<file path="src/rtl/servisia_boot_ctrl.sv">
// servisia_boot_ctrl -- boot loader front end for a small core.
//
// After reset the controller takes a byte stream (3-byte little-endian
// length, the image bytes, then an optional checksum) and writes the image
// into SRAM starting at address 0. It then releases the core reset and hands
// the SRAM port to the core. When boot_skip_i is high in LEN0, loading is
// skipped and the core is released on the next edge.
//
// Build option: define SERVISIA_BOOT_VERIFY_EN to add a checksum byte after
// the image. The image is read back and summed mod 256. A mismatch ends in
// ERROR. With the macro undefined there is no checksum, sum or readback
// logic.
//
// Ports
//   clk_i, rst_ni           clock (rising edge), async active-low reset
//   rx_valid_i/rx_data_i    loader byte stream
//   rx_ready_o              byte accepted when rx_valid_i & rx_ready_o
//   boot_skip_i             skip loading, release core immediately
//   core_*_i                core SRAM requests (honoured only in RUN)
//   core_rdata_o            SRAM read data to core (0 outside RUN)
//   core_rst_no             registered active-low core reset
//   sram_*_o, sram_rdata_i  SRAM port (read data one cycle after read)
//   boot_done_o/boot_err_o  registered status flags
//
// state  | meaning
// LEN0   | wait for length[7:0] or boot_skip_i
// LEN1   | wait for length[15:8]
// LEN2   | wait for length[23:16], range-check length
// DATA   | write one image byte per accepted rx byte
// CSUM   | capture expected checksum (verify build only)
// VERIFY | read back image and accumulate sum (verify build only)
// RUN    | core owns SRAM, core out of reset (terminal)
// ERROR  | load failed, core held in reset (terminal)

module servisia_boot_ctrl #(
   parameter int aw = 20
) (
   input  logic          clk_i,
   input  logic          rst_ni,
   input  logic          rx_valid_i,
   input  logic [7:0]    rx_data_i,
   output logic          rx_ready_o,
   input  logic          boot_skip_i,
   input  logic [aw-1:0] core_waddr_i,
   input  logic [7:0]    core_wdata_i,
   input  logic          core_wen_i,
   input  logic [aw-1:0] core_raddr_i,
   input  logic          core_ren_i,
   output logic [7:0]    core_rdata_o,
   output logic          core_rst_no,
   output logic [aw-1:0] sram_addr_o,
   output logic [7:0]    sram_wdata_o,
   output logic          sram_write_o,
   output logic          sram_read_o,
   input  logic [7:0]    sram_rdata_i,
   output logic          boot_done_o,
   output logic          boot_err_o
);

   typedef enum logic [2:0] {
      LEN0 = 3'd0,
      LEN1,
      LEN2,
      DATA,
`ifdef SERVISIA_BOOT_VERIFY_EN
      CSUM,
      VERIFY,
`endif
      RUN,
      ERROR
   } state_e;

   localparam logic [24:0] MAX_LEN = 25'd1 << aw;

   state_e        state_q, state_d;
   logic [23:0]   len_q, len_d;
   logic [aw:0]   cnt_q, cnt_d;
   logic          core_rst_n_q, core_rst_n_d;
   logic          boot_done_q, boot_done_d;
   logic          boot_err_q, boot_err_d;
   logic          ready_st;
   logic [23:0]   len_full;
   logic [aw:0]   len_last;
`ifdef SERVISIA_BOOT_VERIFY_EN
   logic [7:0]    csum_q, csum_d;
   logic [7:0]    sum_q, sum_d;
   logic          rd_pend_q, rd_pend_d;
   logic [7:0]    sum_next;
`endif

   assign len_full = {rx_data_i, len_q[15:0]};
   assign len_last = len_q[aw:0] - (aw+1)'(1);

   always_comb begin
      state_d      = state_q;
      len_d        = len_q;
      cnt_d        = cnt_q;
      ready_st     = 1'b0;
      sram_addr_o  = '0;
      sram_wdata_o = '0;
      sram_write_o = 1'b0;
      sram_read_o  = 1'b0;
      core_rdata_o = '0;
`ifdef SERVISIA_BOOT_VERIFY_EN
      csum_d       = csum_q;
      sum_d        = sum_q;
      rd_pend_d    = 1'b0;
      // Read data belongs to the read issued on the previous cycle.
      sum_next     = sum_q + (rd_pend_q ? sram_rdata_i : 8'h00);
`endif
      case (state_q)
         LEN0: begin
            ready_st = 1'b1;
            if (boot_skip_i) begin
               state_d = RUN;
            end else if (rx_valid_i) begin
               len_d[7:0] = rx_data_i;
               state_d    = LEN1;
            end
         end
         LEN1: begin
            ready_st = 1'b1;
            if (rx_valid_i) begin
               len_d[15:8] = rx_data_i;
               state_d     = LEN2;
            end
         end
         LEN2: begin
            ready_st = 1'b1;
            if (rx_valid_i) begin
               len_d = len_full;
               cnt_d = '0;
               if ({1'b0, len_full} > MAX_LEN) begin
                  state_d = ERROR;
               end else if (len_full == 24'd0) begin
`ifdef SERVISIA_BOOT_VERIFY_EN
                  state_d = CSUM;
`else
                  state_d = RUN;
`endif
               end else begin
                  state_d = DATA;
               end
            end
         end
         DATA: begin
            ready_st = 1'b1;
            if (rx_valid_i) begin
               sram_write_o = 1'b1;
               sram_addr_o  = cnt_q[aw-1:0];
               sram_wdata_o = rx_data_i;
               cnt_d        = cnt_q + (aw+1)'(1);
               if (cnt_q == len_last) begin
`ifdef SERVISIA_BOOT_VERIFY_EN
                  state_d = CSUM;
`else
                  state_d = RUN;
`endif
               end
            end
         end
`ifdef SERVISIA_BOOT_VERIFY_EN
         CSUM: begin
            ready_st = 1'b1;
            if (rx_valid_i) begin
               csum_d  = rx_data_i;
               cnt_d   = '0;
               sum_d   = 8'h00;
               state_d = VERIFY;
            end
         end
         VERIFY: begin
            sum_d = sum_next;
            if (cnt_q != len_q[aw:0]) begin
               sram_read_o = 1'b1;
               sram_addr_o = cnt_q[aw-1:0];
               cnt_d       = cnt_q + (aw+1)'(1);
               rd_pend_d   = 1'b1;
            end else begin
               // All reads issued; sum_next already holds the last byte.
               state_d = (sum_next == csum_q) ? RUN : ERROR;
            end
         end
`endif
         RUN: begin
            sram_addr_o  = core_wen_i ? core_waddr_i : core_raddr_i;
            sram_wdata_o = core_wdata_i;
            sram_write_o = core_wen_i;
            // Write wins so the SRAM never sees both strobes at once.
            sram_read_o  = core_ren_i & ~core_wen_i;
            core_rdata_o = sram_rdata_i;
         end
         ERROR: begin
         end
         default: begin
            state_d = ERROR;
         end
      endcase
      core_rst_n_d = (state_d == RUN);
      boot_done_d  = (state_d == RUN);
      boot_err_d   = (state_d == ERROR);
   end

   // Keep the loader stalled while reset is held.
   assign rx_ready_o  = ready_st & rst_ni;
   assign core_rst_no = core_rst_n_q;
   assign boot_done_o = boot_done_q;
   assign boot_err_o  = boot_err_q;

   always_ff @(posedge clk_i or negedge rst_ni) begin
      if (!rst_ni) begin
         state_q      <= LEN0;
         len_q        <= '0;
         cnt_q        <= '0;
         core_rst_n_q <= 1'b0;
         boot_done_q  <= 1'b0;
         boot_err_q   <= 1'b0;
`ifdef SERVISIA_BOOT_VERIFY_EN
         csum_q       <= '0;
         sum_q        <= '0;
         rd_pend_q    <= 1'b0;
`endif
      end else begin
         state_q      <= state_d;
         len_q        <= len_d;
         cnt_q        <= cnt_d;
         core_rst_n_q <= core_rst_n_d;
         boot_done_q  <= boot_done_d;
         boot_err_q   <= boot_err_d;
`ifdef SERVISIA_BOOT_VERIFY_EN
         csum_q       <= csum_d;
         sum_q        <= sum_d;
         rd_pend_q    <= rd_pend_d;
`endif
      end
   end

endmodule

</file>
<file path="config.mk">
export PLATFORM = sky130hd
export DESIGN_NAME = servisia_boot_ctrl
export DESIGN_NICKNAME = d
export VERILOG_FILES = /design/src/rtl/servisia_boot_ctrl.sv
export SDC_FILE = /design/constraint.sdc
export NUM_CORES = 1
export LEC_CHECK = 0
export ABC_AREA = 0
export CAP_MARGIN = 30
export CORE_ASPECT_RATIO = 1.25
export CORE_MARGIN = 10
export CORE_UTILIZATION = 45
export DETAILED_ROUTE_END_ITERATION = 8
export GPL_TIMING_DRIVEN = 0
export HOLD_SLACK_MARGIN = 0.03
export PLACE_DENSITY_LB_ADDON = 0.15
export SYNTH_ARGS = -nofsm -noshare
export SYNTH_HDL_FRONTEND = slang
export SYNTH_SLANG_ARGS = --single-unit
export TNS_END_PERCENT = 10
</file>
<file path="constraint.sdc">
create_clock -name clk_i -period 7.9 [get_ports clk_i]
set_input_delay 1.975 -clock clk_i [delete_from_list [all_inputs] [get_ports clk_i]]
set_output_delay 1.975 -clock clk_i [all_outputs]
set_load 0.05 [all_outputs]
</file>
Yosys cells after proc, flatten, opt, wreduce, memory -nomap -nowiden
Cells that the tools add are included.
{ "totals": {"regBits": 50, "output_inout_bits": 42, "wordCells": 60, "inputBits": 70} }
{ "op_classes": {"reduce_logical": 9, "n_addsub": 2, "eq_ne": 10, "n_mux": 26, "n_lt_le_gt_ge": 1, "bitwise_logic": 5} }
{ "ops": {"columns": ["cell", "n"], "rows": [
  ["$pmux 8 s2", 3],
  ["$mux 21", 2],
  ["$pmux 21 s2", 1],
  ["$mux 20", 2],
  ["$pmux 20 s2", 1],
  ["$mux 8", 4],
  ["$gt 24x21->1 const B", 1],
  ["$logic_not 24->1", 1],
  ["$mux 3", 8],
  ["$add 21x1->21 const B", 1],
  ["$eq 21x21->1", 1],
  ["$sub 21x1->21 const B", 1],
  ["$pmux 3 s5", 1],
  ["$eq 3x3->1 const B", 4],
  ["$eq 3x2->1 const B", 2],
  ["$reduce_and 3->1", 2],
  ["$ne 2x2->1 const B", 2],
  ["$reduce_and 4->1", 1],
  ["$reduce_or 4->1", 1],
  ["$eq 3x1->1 const B", 1],
  ["$logic_not 3->1", 1],
  ["$mux 1", 3],
  ["$not 1->1", 3],
  ["$and 1x1->1", 2],
  ["4 further kinds", 4]
]} }

Depth between registers and ports, before layout
{ "logic_depth": {"ltp_word": 6, "ltp_mapped": 12, "ltp_nobuf": 10} }

Least setup slack after synthesis
No wires, ideal clock.
{ "synth_path": {"path_type": "input to output", "startpoint": "input core_wen_i", "endpoint": "output sram_addr_o[12]", "arrival_time_ns": 3.852, "setup_slack_ns": 2.073, "required_time_ns": 5.925, "path_stages": 4, "path_cell_list": "clkbuf_1 -> clkbuf_1 -> mux2i_1 -> o21ai_0"} }
{ "synth_between": {"elab_chain_cells": 2} }
{ "synth_lines": {"columns": ["item", "line", "text"], "rows": [
  ["start: declaration", "46", "input logic core_wen_i,"],
  ["$mux 20", "186", "sram_addr_o = core_wen_i ? core_waddr_i : core_raddr_i;"],
  ["$pmux 20 s2", "111", "case (state_q)"],
  ["end: declaration", "51", "output logic [aw-1:0] sram_addr_o,"]
]} }
No other way between the ends.

Final worst setup path
{ "layout_path": {"startpoint": "input rx_valid_i", "endpoint": "output sram_addr_o[11]"} }
{ "layout_between": {"elab_chain_cells": 2} }
{ "layout_lines": {"columns": ["item", "line", "text"], "rows": [
  ["start: declaration", "40", "input logic rx_valid_i,"],
  ["$mux 20", "148", "if (rx_valid_i) begin"],
  ["$pmux 20 s2", "111", null]
]} }
No other way between the ends.

==> impl_metrics.yaml <==
clocking:
  cts_tree: "done"
  clk_pin_slew_ns: 0.09
  cts_buffers: 5
  clk_latency_ns: 0.31
  htree_num_levels: 2
  cts_resized: 0
  post_cts_buffers: 0
  postCtsHoldBufs: 0
  cts_buffer_depth: 2
  clock-sinks: 47
  cts_root_buf: "clkbuf_8"
place:
  dpl-instance-area_mm2: 0.00483
  dpl.hpwl_mm: 9.33
  place_congestion: 0.881
  port_buffers: 109
  placed_cells: 638
floorplanning:
  num_rows: 36
  io_pins: 112
  die_w_um: 99.9
  die_area_mm2: 0.0120
  dieHeight_um: 120
  core_area_mm2: 0.00779
  start_util_pct: 46.0
worst_setup_path:
  worstSetupEndpoint: "sram_addr_o[11]"
  crit_arrival_ns: 4.43
  crit_path_start: "rx_valid_i"
  startpoint_type: "input port"
  ff2ff_setup_slack_ns: 4.26
  reg2reg_depth: 12
  path_class: "input port to output port"
  endpoint_kind: "output port"
  r2r-start: "len_q[0]"
  rr_endpoint: "state_q[0]"
  cp_max_fo: 10
  cp_data_required_time_ns: 5.93
global_route:
  grt_start_max_net_pins: 28
  met1_usage_pct: 22.4
  grt_use_total_pct: 19.1
  grt_use_met3_pct: 4.82
  antenna_found_initial: 0
  use_met2_pct: 32.9
  grt_pass1_wl_mm: 19.1
  grt-busiest-layer: "met2"
  grt_pass1_vias: 3715
  grt_overflow: 0
timing:
  post-route-min-period_ns: 6.41
  clock.fmax_ghz: 0.156
  hold_viol: 0
  slew_violations: 0
  tns_ns: 0
  worst_pin_slew_ns: 0.956
  finalSetupViolations: 0
  holdWs_ns: 0.544
  slew_headroom_pct: 36.1
  rsz0062_at_grt: "false"
  post-route-period-util_pct: 81.1
  finClkSkew_ns: 0.00298
worst_hold_path:
  min_path_cells: 1
  holdCritStartpoint: "len_q[20]"
  hold_class: "flop to flop"
routing:
  num_vias: 3781
  viasPerCell: 5.85
  drtIter0Drc: 146
  routed_wl_mm: 11.7
  wl_per_cell_um: 18.0
  drc: 0
  firstDrtPassIters: 5
  antenna_left: 0
flow_run:
  cap_violations: 0
yosys:
  syn_inst: 433
  synth.avg_cell_area_um2: 8.28
  yosysWarnings: 0
  synth.area.top_cells: "dfrtp_1 (33%), mux2i_1 (7.0%), mux2_2 (6.3%), o21ai_0 (6.1%), nand2_1 (5.9%)"
  synth_seq_area_share_pct: 32.8
  ys_ff_latch: 47
  ys_types: 50
  synth_area_mm2: 0.00359
  synth.most_common_cell: "nand2_1"
  syn_nets: 505
  synthArstFlopShare_pct: 100
  yosysTopAreaCell: "dfrtp_1"
  synthTopCellsByCount: "nand2_1 (56), dfrtp_1 (47), o21ai_0 (44)"
  ys.flop_type: "dfrtp_1"
  synth.top_cell.area_share_pct: 32.8
  synth_edf_count: 0
finish:
  fin_cells: 646
  final-seq-area_mm2: 0.00118
  multi_input_area_mm2: 0.00224
  num_antenna_cells: 0
  syn_to_final_growth_pct: 38.3
  layout-drive-gt1-share_pct: 6.90
  fin_util_pct: 63.7
  fill_cells: 688
  postLayoutCellArea_mm2: 0.00496
  final_nets: 622
pwr:
  leakagePower_nw: 1.97
  powerDensity_mw_per_mm2: 253
  vdd_drop_max_v: 0.000172
run_status:
  status: "completed"
logic make-up after synthesis:
kind of cell | Yosys count | synth area share, %
mux | 45 | 13.3
flops | 47 | 32.8
compound gates | 97 | 16.8
simple gates | 169 | 24.5
xor+xnor | 28 | 6.84
buf+inv | 45 | 5.06
fa+ha+maj | 2 | 0.697
report_power, final:
| group | internal, W | switching, W | total (W) |
|---|---|---|---|
| logic | 0.000266 | 0.000459 | 0.000725 |
| clock network | 0.000126 | 0.0000843 | 0.000210 |
| registers | 0.000277 | 0.0000410 | 0.000318 |
| total | 0.000668 | 0.000585 | 0.00125 |
per-layer routing:
| metal | up-vias | wire length (µm) |
|---|---|---|
| li1 | 1804 | - |
| met1 | 1777 | 4980 |
| met2 | 172 | 5490 |
| met3 | 28 | 867 |
| met4 | 0 | 312 |
| met5 | - | 0 |
worst min path at each step:
| stage | end |
|---|---|
| after floorplan | len_q[20] |
| after global placement | len_q[20] |
| after detailed placement | len_q[20] |
| after CTS | len_q[20] |
| after global routing | len_q[20] |
| final | len_q[20] |
metrics by stage:
| stage | total power (W) | setup WS (ns) |
|---|---|---|
| after floorplan | 0.000796 | 2.07 |
| after global placement | 0.00103 | 0.842 |
| after detailed placement | 0.00105 | 1.49 |
| after CTS | 0.00126 | 1.48 |
| after global routing | 0.00132 | 1.26 |
| final | 0.00125 | 1.49 |
worst max-delay path, stage by stage:
cell and delay (ns):
buf_2 0.17, nand3b_1 0.23, nor2_1 0.21, clkbuf_1 0.40, buf_1 0.39, nand2_1 0.13, o21ai_0 0.10, clkdlybuf4s50_1 0.83
placed cells by master (no fill, tap or decap), drive strengths merged, types with 4 or more instances in the layout:
cell type and n:
a21oi 11, xnor2 17, a22o 12, or4 7
nor4 9, nor3 18, buf 6, nand2 56
o31ai 8, nand3 14, nand4 5, o21ai 44
dfrtp 47, and3 14, o22ai 4, xor2 11
inv 6, mux2i 25, clkbuf 39, nor2 22
a21o 5, clkdlybuf4s50 108, mux2 20, nor3b 5
sequential cells by signal, summed over array words and instances, names as in the netlist:
signal	flops
boot_done_o	1
boot_err_o	1
cnt_q	21
len_q	21
state_q	3
final cells by class:
| cell class | count | share of cell area [%] |
|---|---|---|
| buffer | 38 | 3.13 |
| clock buffer | 5 | 1.39 |
| clock inverter | 3 | 1.36 |
| inverter | 7 | 0.530 |
| multi-input combinational | 341 | 45.1 |
| sequential | 47 | 23.7 |
| tap | 95 | 2.40 |
| timing repair buffer | 110 | 22.4 |
(Power assumes the default switching activity.)
